===== src/rtl/adpll_loop_ctrl.sv =====
// adpll_loop_ctrl: ADPLL digital loop controller.
// Synchronises the PFD flagU/flagD pulses into the reference clock domain. A
// binary search on the DCO code runs first, followed by +/-1 tracking. Lock
// is declared after a run of non-monotonic decisions and dropped after a run
// of same-direction decisions.
// Optional build macro LOOP_CTRL_RELOCK_EN: when defined, losing lock restarts
// the binary search from mid-scale. When undefined, tracking continues from
// the current code.
module adpll_loop_ctrl #(
  parameter int CODE_W     = 8,
  parameter int SETTLE_CYC = 4,
  parameter int LOCK_CNT   = 16,
  parameter int UNLOCK_RUN = 4
) (
  input  logic              clk,
  input  logic              reset,
  input  logic              en,
  input  logic              flagU,
  input  logic              flagD,
  output logic [CODE_W-1:0] dco_code,
  output logic              upd,
  output logic              lock,
  output logic [1:0]        state
);

  typedef enum logic [1:0] {
    S_IDLE   = 2'd0,
    S_SEARCH = 2'd1,
    S_TRACK  = 2'd2,
    S_LOCKED = 2'd3
  } state_t;

  typedef enum logic [1:0] {
    DIR_NONE = 2'd0,
    DIR_UP   = 2'd1,
    DIR_DN   = 2'd2
  } dir_t;

  localparam int SET_W  = $clog2(SETTLE_CYC + 1);
  localparam int LOCK_W = $clog2(LOCK_CNT + 1);
  localparam int RUN_W  = $clog2(UNLOCK_RUN + 1);

  localparam logic [CODE_W-1:0] CODE_MID   = CODE_W'(1) << (CODE_W - 1);
  localparam logic [CODE_W-1:0] STEP_INIT  = CODE_W'(1) << (CODE_W - 2);
  localparam logic [CODE_W-1:0] STEP_LAST  = CODE_W'(1);
  localparam logic [SET_W-1:0]  SETTLE_LD  = SET_W'(SETTLE_CYC);
  localparam logic [LOCK_W-1:0] LOCK_LAST  = LOCK_W'(LOCK_CNT - 1);
  localparam logic [RUN_W-1:0]  RUN_LAST   = RUN_W'(UNLOCK_RUN - 1);

  logic               r_fu_meta, r_fu, r_fd_meta, r_fd;
  state_t             r_state;
  dir_t               r_prev_dir;
  logic [CODE_W-1:0]  r_code;
  logic [CODE_W-1:0]  r_step;
  logic [SET_W-1:0]   r_settle;
  logic [LOCK_W-1:0]  r_lock_cnt;
  logic [RUN_W-1:0]   r_run_cnt;
  logic               r_upd;
  logic               r_lock;

  logic               w_up, w_dn, w_hold, w_same;
  logic [CODE_W-1:0]  w_delta;
  logic [CODE_W:0]    w_sum, w_dif;
  logic [CODE_W-1:0]  w_code_dec;

  // Two-flop synchronisers for the asynchronous PFD flags
  always_ff @(posedge clk or negedge reset) begin
    // NOTE: sequential state is always assigned with <= so every flop samples pre-edge values.
    if (!reset) begin
      r_fu_meta <= 1'b0;
      r_fu      <= 1'b0;
      r_fd_meta <= 1'b0;
      r_fd      <= 1'b0;
    end else begin
      r_fu_meta <= flagU;
      r_fu      <= r_fu_meta;
      r_fd_meta <= flagD;
      r_fd      <= r_fd_meta;
    end
  end

  assign w_up   = r_fu & ~r_fd;
  assign w_dn   = r_fd & ~r_fu;
  assign w_hold = ~(w_up | w_dn);
  assign w_same = (w_up && r_prev_dir == DIR_UP) || (w_dn && r_prev_dir == DIR_DN);

  // One extra bit of headroom exposes overflow/borrow so the code saturates.
  assign w_delta    = (r_state == S_SEARCH) ? r_step : STEP_LAST;
  assign w_sum      = {1'b0, r_code} + {1'b0, w_delta};
  assign w_dif      = {1'b0, r_code} - {1'b0, w_delta};
  assign w_code_dec = w_up ? (w_sum[CODE_W] ? {CODE_W{1'b1}} : w_sum[CODE_W-1:0]) :
                      w_dn ? (w_dif[CODE_W] ? {CODE_W{1'b0}} : w_dif[CODE_W-1:0]) :
                      r_code;

  // Loop FSM: settle timing, code updates, lock/unlock bookkeeping
  always_ff @(posedge clk or negedge reset) begin
    if (!reset) begin
      r_state    <= S_IDLE;
      r_prev_dir <= DIR_NONE;
      r_code     <= CODE_MID;
      r_step     <= STEP_INIT;
      r_settle   <= '0;
      r_lock_cnt <= '0;
      r_run_cnt  <= '0;
      r_upd      <= 1'b0;
      r_lock     <= 1'b0;
    end else begin
      r_upd <= 1'b0;
      if (!en) begin
        // Disable wins over any decision; the code is frozen where it is.
        r_state    <= S_IDLE;
        r_prev_dir <= DIR_NONE;
        r_step     <= STEP_INIT;
        r_settle   <= '0;
        r_lock_cnt <= '0;
        r_run_cnt  <= '0;
        r_lock     <= 1'b0;
      end else if (r_state == S_IDLE) begin
        r_state  <= S_SEARCH;
        r_settle <= SETTLE_LD;
      end else if (r_settle != '0) begin
        r_settle <= r_settle - 1'b1;
      end else begin
        r_settle <= SETTLE_LD;
        r_code   <= w_code_dec;
        r_upd    <= (w_code_dec != r_code);
        if (w_up)      r_prev_dir <= DIR_UP;
        else if (w_dn) r_prev_dir <= DIR_DN;
        case (r_state)
          S_SEARCH: begin
            r_step <= r_step >> 1;
            if (w_hold || r_step == STEP_LAST) r_state <= S_TRACK;
          end
          S_TRACK: begin
            if (w_same) begin
              r_lock_cnt <= '0;
            end else begin
              r_lock_cnt <= r_lock_cnt + 1'b1;
              if (r_lock_cnt == LOCK_LAST) begin
                r_state <= S_LOCKED;
                r_lock  <= 1'b1;
              end
            end
          end
          S_LOCKED: begin
            if (!w_same) begin
              r_run_cnt <= '0;
            end else if (r_run_cnt != RUN_LAST) begin
              r_run_cnt <= r_run_cnt + 1'b1;
            end else begin
              r_run_cnt  <= '0;
              r_lock     <= 1'b0;
              r_lock_cnt <= '0;
`ifdef LOOP_CTRL_RELOCK_EN
              r_state    <= S_SEARCH;
              r_prev_dir <= DIR_NONE;
              r_code     <= CODE_MID;
              r_step     <= STEP_INIT;
              r_upd      <= (CODE_MID != r_code);
`else
              r_state    <= S_TRACK;
`endif
            end
          end
          default: ;
        endcase
      end
    end
  end

  assign dco_code = r_code;
  assign upd      = r_upd;
  assign lock     = r_lock;
  assign state    = r_state;

endmodule


===== config.mk =====
export PLATFORM = sky130hd
export DESIGN_NAME = adpll_loop_ctrl
export DESIGN_NICKNAME = d
export VERILOG_FILES = /design/src/rtl/adpll_loop_ctrl.sv
export SDC_FILE = /design/constraint.sdc
export NUM_CORES = 1
export LEC_CHECK = 0
export ABC_AREA = 0
export CAP_MARGIN = 20
export CORE_AREA = 3 3 75 77
export CTS_BUF_LIST = sky130_fd_sc_hd__clkbuf_2
export CTS_CLUSTER_SIZE = 12
export DETAILED_ROUTE_END_ITERATION = 10
export DIE_AREA = 0 0 78 80
export PLACE_DENSITY = 0.73
export SKIP_CTS_REPAIR_TIMING = 1
export SYNTH_ARGS = -nofsm -noshare
export SYNTH_HDL_FRONTEND = slang
export SYNTH_SLANG_ARGS = --single-unit

===== constraint.sdc =====
create_clock -name clk -period 4.85 [get_ports clk]
set_input_delay 1.2125 -clock clk [delete_from_list [all_inputs] [get_ports clk]]
set_output_delay 1.2125 -clock clk [all_outputs]
set_load 0.01 [all_outputs]

==> run_results.csv, run 1 <==
group,metric,value,unit
timing,rsz0062_at_grt,"no",
placed_design,port_buffers,16,
yosys,ys_async_sr_fraction,100,%
power_and_ir_drop,leakagePower,1.33,nW
power_and_ir_drop,intPower,0.000806,W
setup_path,cp-start-kind,"register",
cells_and_area,final_util,58.4,%
cells_and_area,fin_nets,378,
die,io_pins,17,
hold_path,min_path_type,"reg2reg",
die,row_count,26,
die,initial_core_util,53.7,%
die,die_h,80,µm
setup_path,crit_fanout,16,
cells_and_area,multi_input_area,1680,µm²
setup_path,cp.depth,12,
setup_path,cp_cell_sequence,"inv_1 > ha_1 > nand2_1 > ha_1 > or2_0 > a221o_1 > a32o_1 > a32oi_1 > o211ai_1 > xnor2_1 > nor4_1 > a31oi_1",
setup_path,cp_common_cell,"ha_1",
clocking,cts.sinks,36,
global_routing,grt_pass1_vias,2233,
timing,setup_viol,0,
timing,fin_ws,1.24,ns
clocking,cts.path.max_buffers,2,
timing,period_minus_slack,3.61,ns
yosys,syn_nets,366,
cells_and_area,drive_gt1_share,4.62,%
setup_path,ff2ff_path_depth,12,
job,drv_cap,0,
setup_path,critPathMaxStageDelay,0.50,ns
yosys,ys_warn_count,0,
cells_and_area,syn2layout_area_growth,8.82,%
power_and_ir_drop,pwr-share-seq,30.6,%
timing,post-route-period-util,74.4,%
timing,tightest_slew,0.811,ns
global_routing,antenna_found_initial,0,
global_routing,grt_usage,20.9,%
yosys,synth_ff_type,"dfrtp_1",
power_and_ir_drop,p_total,0.00153,W
route,vias_per_cell,5.78,
route,drt_wl_total,6040,µm
setup_path,crit_buf_inv,1,
timing,slew_viol_final,0,
placed_design,place_hpwl,4460,µm
setup_path,critPathSlowestCell,"dfrtp_1",
route,via_count,2405,
timing,hold_viol,0,
cells_and_area,n_antenna_cell,0,
route,dr.pass1.iters,5,
die,coreArea,5070,µm²
status,status,"completed",
setup_path,cp.arrival,3.89,ns
global_routing,grt_max_degree,37,
setup_path,path_class,"reg2reg",
clocking,cts_root_buf,"clkbuf_2",
power_and_ir_drop,p_clk_share,9.1,%
clocking,cts_tree,"yes",
route,drc_errors,0,
setup_path,critical_path_required,5.13,ns
global_routing,grt_pass1_wl,10400,µm
clocking,cts_buffers,5,
power_and_ir_drop,power_frac_comb,60.2,%
yosys,synth_seq_area_share,33.2,%
power_and_ir_drop,swShare,47.4,%
yosys,avgSynthCellArea,8.18,µm²
route,wl_per_cell,14.5,µm
yosys,synth.ff_latch_count,36,
clocking,clk_latency,0.40,ns
cells_and_area,final_cell_mix,"nand2_1 (49), dfrtp_1 (34), nor2_1 (27)",
route,ant_nets,0,
power_and_ir_drop,p_per_area,517,nW/µm²
timing,fmax,277,MHz
yosys,synth_edf_count,0,
setup_path,end_kind,"register",
setup_path,crit_family,"compound AO/OA/AOI/OAI gates",
cells_and_area,regArea,903,µm²
cells_and_area,stdcell_area,2960,µm²
placed_design,place_ws,1.28,ns
cells_and_area,final_common_cell,"nand2_1",
yosys,synth.distinct_cells,55,
hold_path,hold-path-cell-count,0,
timing,clock_skew,0.0256,ns
die,die_area,6240,µm²
timing,slew-limit-headroom,45.9,%
power_and_ir_drop,p_sw,0.000727,W
placed_design,placed_area,2920,µm²
power_and_ir_drop,ir_drop,0.234,mV
cells_and_area,nFillCells,485,
placed_design,gp_congestion,0.841,
clocking,h-tree-depth,2,
yosys,synthCells,333,
global_routing,gr-total-overflow,0,
route,first_iter_violations,227,
yosys,netlist_area,2720,µm²
die,die_w,78,µm
timing,finalSetupTns,0,ns
clocking,clk_pin_slew_worst_paths,0.20,ns
[worst paths after layout]
path | start | slack (ns) | end
max in group asynchronous | reset | 3.45 | r_step[1]$_DFFE_PN0P_
hold / removal | r_fu_meta$_DFF_PN0_ | 0.37 | r_fu$_DFF_PN0_
setup reg to reg | state[1]$_DFFE_PN0P_ | 1.24 | upd$_DFF_PN0_
setup / recovery | state[1]$_DFFE_PN0P_ | 1.24 | upd$_DFF_PN0_
min in group asynchronous | reset | 0.86 | dco_code[5]$_DFFE_PN0P_
hold reg to reg | r_fu_meta$_DFF_PN0_ | 0.37 | r_fu$_DFF_PN0_
[power groups by stage]
stage / Combinational, W / Sequential [W] / Clock (W)
floorplan: 0.000662 / 0.000459 / 0
global placement: 0.000906 / 0.000471 / 0
detailed placement: 0.000912 / 0.000475 / 0
CTS: 0.000916 / 0.000469 / 0.000144
global route: 0.00103 / 0.000482 / 0.000155
finish: 0.000923 / 0.000469 / 0.000140
[per-layer routing]
metal	track usage, %	part of all wire [%]	up-vias
li1	-	-	1196
met1	27.5	47	1121
met2	34.2	46	77
met3	4.85	5.7	11
met4	6.29	1.6	0
met5	0	0	-
[sequential cells by signal, indices dropped and copies added, names as in the netlist]
| name | flops |
|---|---|
| state | 2 |
| r_lock_cnt | 5 |
| upd | 1 |
| r_fu_meta | 1 |
| r_prev_dir | 2 |
| dco_code | 8 |
| r_fd_meta | 1 |
| r_step | 7 |
| lock | 1 |
| r_fu | 1 |
| r_fd | 1 |
| r_run_cnt | 3 |
| r_settle | 3 |
[final cells by class]
| type | count | area share [%] |
|---|---|---|
| flip-flops and latches | 36 | 30.5 |
| clock inverters | 2 | 0.380 |
| clock buffers | 6 | 1.01 |
| well taps | 70 | 2.95 |
| repair buffers | 16 | 5.23 |
| multi-input cells | 260 | 56.6 |
| inverters | 26 | 3.29 |
[cell families after synthesis]
group	after synthesis	synth area share, %
buffers and inverters	37	5.19
and+or+nand+nor	122	20.8
muxes	2	0.827
xor gates and xnor gates	6	1.93
AOI/OAI and AO/OA	102	24.7
DFF	36	33.2
adders and majority gates	28	13.4
[cells in the mapped netlist, types with 3 or more instances]
master | count | area [µm²]
xnor2_1 | 3 | 26.3
a22o_1 | 3 | 26.3
o31ai_1 | 8 | 60.1
nor3_1 | 9 | 45.0
a31oi_1 | 3 | 18.8
inv_1 | 26 | 97.6
nand2_1 | 49 | 184
a21o_1 | 4 | 30.0
o21ai_0 | 24 | 120
nand2b_1 | 6 | 37.5
nor3b_1 | 3 | 22.5
nor2b_1 | 4 | 25.0
ha_1 | 26 | 325
o21a_1 | 3 | 22.5
xor2_1 | 3 | 26.3
a21oi_1 | 24 | 120
nand3_1 | 10 | 50.1
dfrtp_1 | 34 | 851
nor2_1 | 27 | 101
clkbuf_1 | 8 | 30.0
a21boi_0 | 9 | 67.6
[stage by stage]
step / std cells / hold slack [ns]
after floorplan: 333 / 0.331
after global placement: 408 / 0.332
after detailed placement: 408 / 0.336
after CTS: 416 / 0.375
after global routing: 416 / 0.378
final: 416 / 0.374
[worst register-to-register path, stage by stage (launching register included)]
cell,delay (ns)
dfrtp_1,0.50
inv_1,0.11
ha_1,0.47
nand2_1,0.18
ha_1,0.42
or2_0,0.25
a221o_1,0.33
a32o_1,0.32
a32oi_1,0.22
o211ai_1,0.16
xnor2_1,0.16
nor4_1,0.27
a31oi_1,0.12
Note: power is estimated with default switching activity, not from simulation.
==> run 2, diff against run 1 <==
--- a/config.mk
+++ b/config.mk
@@ -12,7 +12,7 @@
 export CTS_CLUSTER_SIZE = 12
 export DETAILED_ROUTE_END_ITERATION = 10
 export DIE_AREA = 0 0 78 80
-export PLACE_DENSITY = 0.73
+export PLACE_DENSITY = 0.76
 export SKIP_CTS_REPAIR_TIMING = 1
 export SYNTH_ARGS = -nofsm -noshare
 export SYNTH_HDL_FRONTEND = slang
==> constraint.sdc (replaced) <==
create_clock -name clk -period 3 [get_ports clk]
set_input_delay 0.75 -clock clk [delete_from_list [all_inputs] [get_ports clk]]
set_output_delay 0.75 -clock clk [all_outputs]
set_load 0.01 [all_outputs]
==> run 2 against run 1 <==
The flow now finishes with violations (negative setup slack). Largest power group unchanged. Die area stayed put. Setup slack worse by 1.3 ns. Final area is 10% higher. Largest cell class unchanged. Critical endpoint unchanged.
==> run_results.csv, run 2 (synthesized netlist as in run 1, its figures left out) <==
group,metric,value,unit
global_routing,gr-total-overflow,0,
route,ant_nets,0,
die,initial_core_util,53.7,%
route,wl_per_cell,14.8,µm
timing,fmax,327,MHz
die,die_h,80,µm
timing,clock_skew,0.0247,ns
placed_design,placedCellCount,428,
clocking,cts_tree,"yes",
timing,tightest_slew,0.802,ns
die,row_count,26,
placed_design,port_buffers,16,
route,dr.pass1.iters,4,
cells_and_area,final_common_cell,"nand2_1",
cells_and_area,largest_reg_flops,8,
route,via_count,2557,
setup_path,cp-start-kind,"register",
timing,hold_viol,0,
setup_path,critPathSlowestCell,"dfrtp_2",
timing,whs,0.375,ns
cells_and_area,fin_cells,443,
cells_and_area,fin_nets,405,
die,io_pins,17,
hold_path,min_path_type,"reg2reg",
cells_and_area,drive_gt1_share,17.2,%
timing,fin_ws,-0.0542,ns
route,drc_errors,0,
cells_and_area,final_cell_mix,"nand2_1 (48), dfrtp_1 (32), nor2_1 (27)",
clocking,cts_buffers,5,
placed_design,place_hpwl,4810,µm
placed_design,gp_congestion,0.880,
global_routing,grt_usage,21.9,%
status,failed_checks,"negative setup slack",
setup_path,critical_path_required,3.26,ns
setup_path,cp_cell_sequence,"inv_2 > ha_4 > buf_4 > nand2_1 > ha_1 > or2_0 > a221o_1 > a32o_2 > a32oi_1 > o211ai_1 > xnor2_1 > nor4_1 > a31oi_1",
global_routing,grt_pass1_vias,2385,
status,status,"finished with violations",
die,die_w,78,µm
route,drt_wl_total,6540,µm
setup_path,end_kind,"register",
power_and_ir_drop,ir_drop,0.531,mV
clocking,clk_pin_slew_worst_paths,0.19,ns
route,first_iter_violations,191,
setup_path,critPathMaxStageDelay,0.45,ns
global_routing,antenna_found_initial,0,
clocking,cts.sinks,36,
cells_and_area,nFillCells,459,
setup_path,path_class,"reg2reg",
setup_path,crit_fanout,3,
die,coreArea,5070,µm²
global_routing,grt_max_degree,37,
timing,rsz0062_at_grt,"yes",
timing,period_minus_slack,3.05,ns
job,drv_cap,0,
timing,slew-limit-headroom,46.5,%
clocking,cts_root_buf,"clkbuf_2",
timing,slew_viol_final,0,
clocking,h-tree-depth,2,
route,vias_per_cell,5.77,
power_and_ir_drop,leakagePower,1.48,nW
cells_and_area,syn2layout_area_growth,19.7,%
timing,post-route-period-util,102,%
global_routing,grt_pass1_wl,10800,µm
die,die_area,6240,µm²
clocking,clk_latency,0.39,ns
power_and_ir_drop,p_per_area,850,nW/µm²
clocking,cts.path.max_buffers,2,
setup_path,cp.arrival,3.32,ns
cells_and_area,n_antenna_cell,0,
timing,setup_viol,1,
-- run 2: cell types whose count changed in the layout (fill, tap and decap cells not counted), moves of 2 or more --
cell / previous run / this run
dfrtp_2: 0 / 2
ha_4: 0 / 3
fa_1: 2 / 0
ha_1: 26 / 21
inv_2: 0 / 3
nand2b_4: 0 / 2
fa_2: 0 / 2
inv_1: 26 / 23
ha_2: 0 / 2
nand2b_1: 6 / 4
dfrtp_1: 34 / 32
buf_4: 0 / 26
-- run 2: per-stage QoR --
step / setup TNS [ns] / setup WS [ns] / area (µm²) / util, % / power (W)
after CTS: -0.0291 / -0.0291 / 3130 / 61.7 / 0.00261
final: -0.0542 / -0.0542 / 3260 / 64.3 / 0.00277
after floorplan: 0 / 0.0244 / 2750 / - / 0.00184
after detailed placement: -0.0167 / -0.0167 / 3090 / 60.9 / 0.00238
after global routing: -0.150 / -0.137 / 3260 / 64.3 / 0.00301
after global placement: 0 / 0.0695 / 3090 / 60.9 / 0.00234
-- run 2: worst paths after layout --
kind / endpoint / start / slack [ns] / cells after the start
setup / recovery: upd$_DFF_PN0_ / state[1]$_DFFE_PN0P_ / -0.05 / 13
hold / removal: r_fu$_DFF_PN0_ / r_fu_meta$_DFF_PN0_ / 0.37 / 0
setup reg to reg: upd$_DFF_PN0_ / state[1]$_DFFE_PN0P_ / -0.05 / 13
hold reg to reg: r_fu$_DFF_PN0_ / r_fu_meta$_DFF_PN0_ / 0.37 / 0
max in group asynchronous: state[0]$_DFFE_PN0P_ / reset / 2.00 / 1
min in group asynchronous: r_lock_cnt[3]$_DFFE_PN0P_ / reset / 0.42 / 1
-- run 2: worst max-delay path, delay by kind of cell (launching register included) --
| kind | cells | cell delay, ns |
|---|---|---|
| AOI/OAI and AO/OA | 5 | 1.06 |
| and+or+nand+nor | 3 | 0.62 |
| DFF | 1 | 0.45 |
| adders and majority gates | 2 | 0.45 |
| buffers and inverters | 2 | 0.18 |
| xor gates and xnor gates | 1 | 0.17 |
-- run 2: layout make-up --
cell class	instances	area, µm²	area share, %
repair buffers	43	362	11.1
flip-flops and latches	36	906	27.8
inverters	26	97.6	2.99
well taps	70	87.6	2.69
clock inverters	1	5.00	0.153
clock buffers	7	35.0	1.07
multi-input cells	260	1770	54.2
-- run 2: report_power, final --
| group | total (W) | leakage, nW | switching [W] | internal (W) |
|---|---|---|---|---|
| Combinational | 0.00180 | 0.975 | 0.000948 | 0.000854 |
| Clock | 0.000225 | 0.0330 | 0.000162 | 0.0000636 |
| Sequential | 0.000744 | 0.469 | 0.000147 | 0.000597 |
-- run 2: routing by layer --
metal	share of wire [%]	global-route usage (%)	up-vias
li1	-	-	1251
met1	45	27.6	1229
met2	49	37.5	65
met3	4.1	4.51	12
met4	1.8	6.99	0
met5	0	0	-
==> run 3, diff against run 2 <==
--- a/config.mk
+++ b/config.mk
@@ -7,12 +7,12 @@
 export LEC_CHECK = 0
 export ABC_AREA = 0
 export CAP_MARGIN = 20
-export CORE_AREA = 3 3 75 77
+export CORE_AREA = 3 3 69 84
 export CTS_BUF_LIST = sky130_fd_sc_hd__clkbuf_2
-export CTS_CLUSTER_SIZE = 12
+export CTS_CLUSTER_SIZE = 10
 export DETAILED_ROUTE_END_ITERATION = 10
-export DIE_AREA = 0 0 78 80
-export PLACE_DENSITY = 0.76
+export DIE_AREA = 0 0 72 87
+export PLACE_DENSITY = 0.75
 export SKIP_CTS_REPAIR_TIMING = 1
 export SYNTH_ARGS = -nofsm -noshare
 export SYNTH_HDL_FRONTEND = slang
==> run 3 against run 2 <==
The run now ends clean. First-iteration DRC count up 32%. Via count is 2.7% higher. Die area rose by 0.38%. Flip-flop and latch count unchanged. Critical endpoint unchanged. Routed wire length up 5.5%. Core utilization up 0.51 points. Register-to-register slack gained 0.11 ns. Clock power rose by 12%. Global-route usage rose by 1.6 points. Highest routed layer unchanged.
==> run_results.csv, run 3 (synthesized netlist as in run 1, its figures left out) <==
group,metric,value,unit
global_routing,grt_max_degree,37,
die,io_pins,17,
clocking,cts_tree,"yes",
power_and_ir_drop,ir_drop,0.528,mV
setup_path,cp-start-kind,"register",
placed_design,place_ws,-0.0142,ns
placed_design,place_hpwl,5140,µm
cells_and_area,final_cell_mix,"nand2_1 (44), dfrtp_1 (32), nor2_1 (27)",
setup_path,path_class,"reg2reg",
clocking,cts_root_buf,"clkbuf_2",
timing,clock_skew,0.0279,ns
route,drc_errors,0,
die,initial_core_util,54.4,%
timing,slew-limit-headroom,45.3,%
status,status,"completed",
die,row_count,28,
die,die_h,87,µm
global_routing,antenna_found_initial,0,
clocking,clk_pin_slew_worst_paths,0.24,ns
route,dr.pass1.iters,5,
timing,setup_viol,0,
timing,rsz0062_at_grt,"yes",
placed_design,placedCellCount,418,
timing,period_minus_slack,2.95,ns
global_routing,gr-total-overflow,0,
timing,fmax,339,MHz
setup_path,cp.arrival,3.30,ns
setup_path,crit_fanout,8,
power_and_ir_drop,p_per_area,868,nW/µm²
cells_and_area,fin_nets,402,
clocking,cts.path.max_buffers,2,
global_routing,grt_usage,23.5,%
route,vias_per_cell,6.10,
placed_design,port_buffers,16,
cells_and_area,syn2layout_area_growth,19.1,%
cells_and_area,drive_gt1_share,17.0,%
setup_path,end_kind,"register",
timing,slew_viol_final,0,
timing,whs,0.346,ns
timing,tightest_slew,0.820,ns
cells_and_area,fin_cells,430,
route,via_count,2625,
global_routing,grt_pass1_wl,11500,µm
timing,hold_viol,0,
timing,fin_ws,0.0544,ns
hold_path,min_path_type,"reg2reg",
die,die_area,6260,µm²
route,wl_per_cell,16.0,µm
cells_and_area,n_antenna_cell,0,
die,coreArea,5010,µm²
clocking,h-tree-depth,2,
route,drt_wl_total,6900,µm
route,first_iter_violations,253,
clocking,cts_buffers,5,
cells_and_area,final_util,64.8,%
die,die_w,72,µm
timing,post-route-period-util,98.2,%
power_and_ir_drop,leakagePower,1.47,nW
clocking,clk_latency,0.41,ns
job,drv_cap,0,
cells_and_area,final_common_cell,"nand2_1",
setup_path,critical_path_required,3.35,ns
clocking,cts.sinks,36,
cells_and_area,largest_reg_flops,8,
placed_design,gp_congestion,1.03,
global_routing,grt_pass1_vias,2522,
power_and_ir_drop,p_total,0.00282,W
route,ant_nets,0,
==> run 3: final timing paths <==
check | startpoint | end | slack (ns) | depth (start not counted)
min in group asynchronous | reset | r_fd$_DFF_PN0_ | 0.39 | 1
max | state[0]$_DFFE_PN0P_ | upd$_DFF_PN0_ | 0.05 | 13
min | r_fd_meta$_DFF_PN0_ | r_fd$_DFF_PN0_ | 0.35 | 0
max in group asynchronous | reset | state[1]$_DFFE_PN0P_ | 2.02 | 1
min reg2reg | r_fd_meta$_DFF_PN0_ | r_fd$_DFF_PN0_ | 0.35 | 0
max reg2reg | state[0]$_DFFE_PN0P_ | upd$_DFF_PN0_ | 0.05 | 13
==> run 3: final cells by class <==
cell class	instances	area (µm²)
repair buffers	40	335
multi-input cells	260	1780
inverters	26	97.6
clock buffers	5	25.0
flip-flops and latches	36	906
fillers	430	1770
clock inverters	3	23.8
well taps	60	75.1
==> run 3: metal layers <==
layer	wire (µm)	global-route usage, %
met5	0	0
met4	355	13.0
met3	357	4.27
met2	3370	41.8
met1	2810	26.1
==> run 3: where the power goes <==
group	internal [W]	leakage [nW]	switching [W]
Sequential	0.000596	0.469	0.000154
Clock	0.0000581	0.0252	0.000192
Combinational	0.000848	0.972	0.000965
Total	0.00150	1.47	0.00131
==> run 3: critical path, cell delays in order (launching register included) <==
cell and delay, ns:
dfrtp_2 0.47, ha_4 0.22, nand2b_4 0.09, ha_1 0.13
inv_1 0.05, fa_2 0.35, a211oi_2 0.26, o21ai_2 0.13
xnor2_1 0.16, or3_1 0.31, a22o_1 0.23, xor2_1 0.14
and4_1 0.21, a31oi_1 0.16
==> run 3: stage by stage <==
step                TNS (ns)  area, µm²
floorplan                  0       2750
detailed placement   -0.0142       3080
global route         -0.0947       3240
CTS                  -0.0224       3130
global placement           0       3080
finish                     0       3240
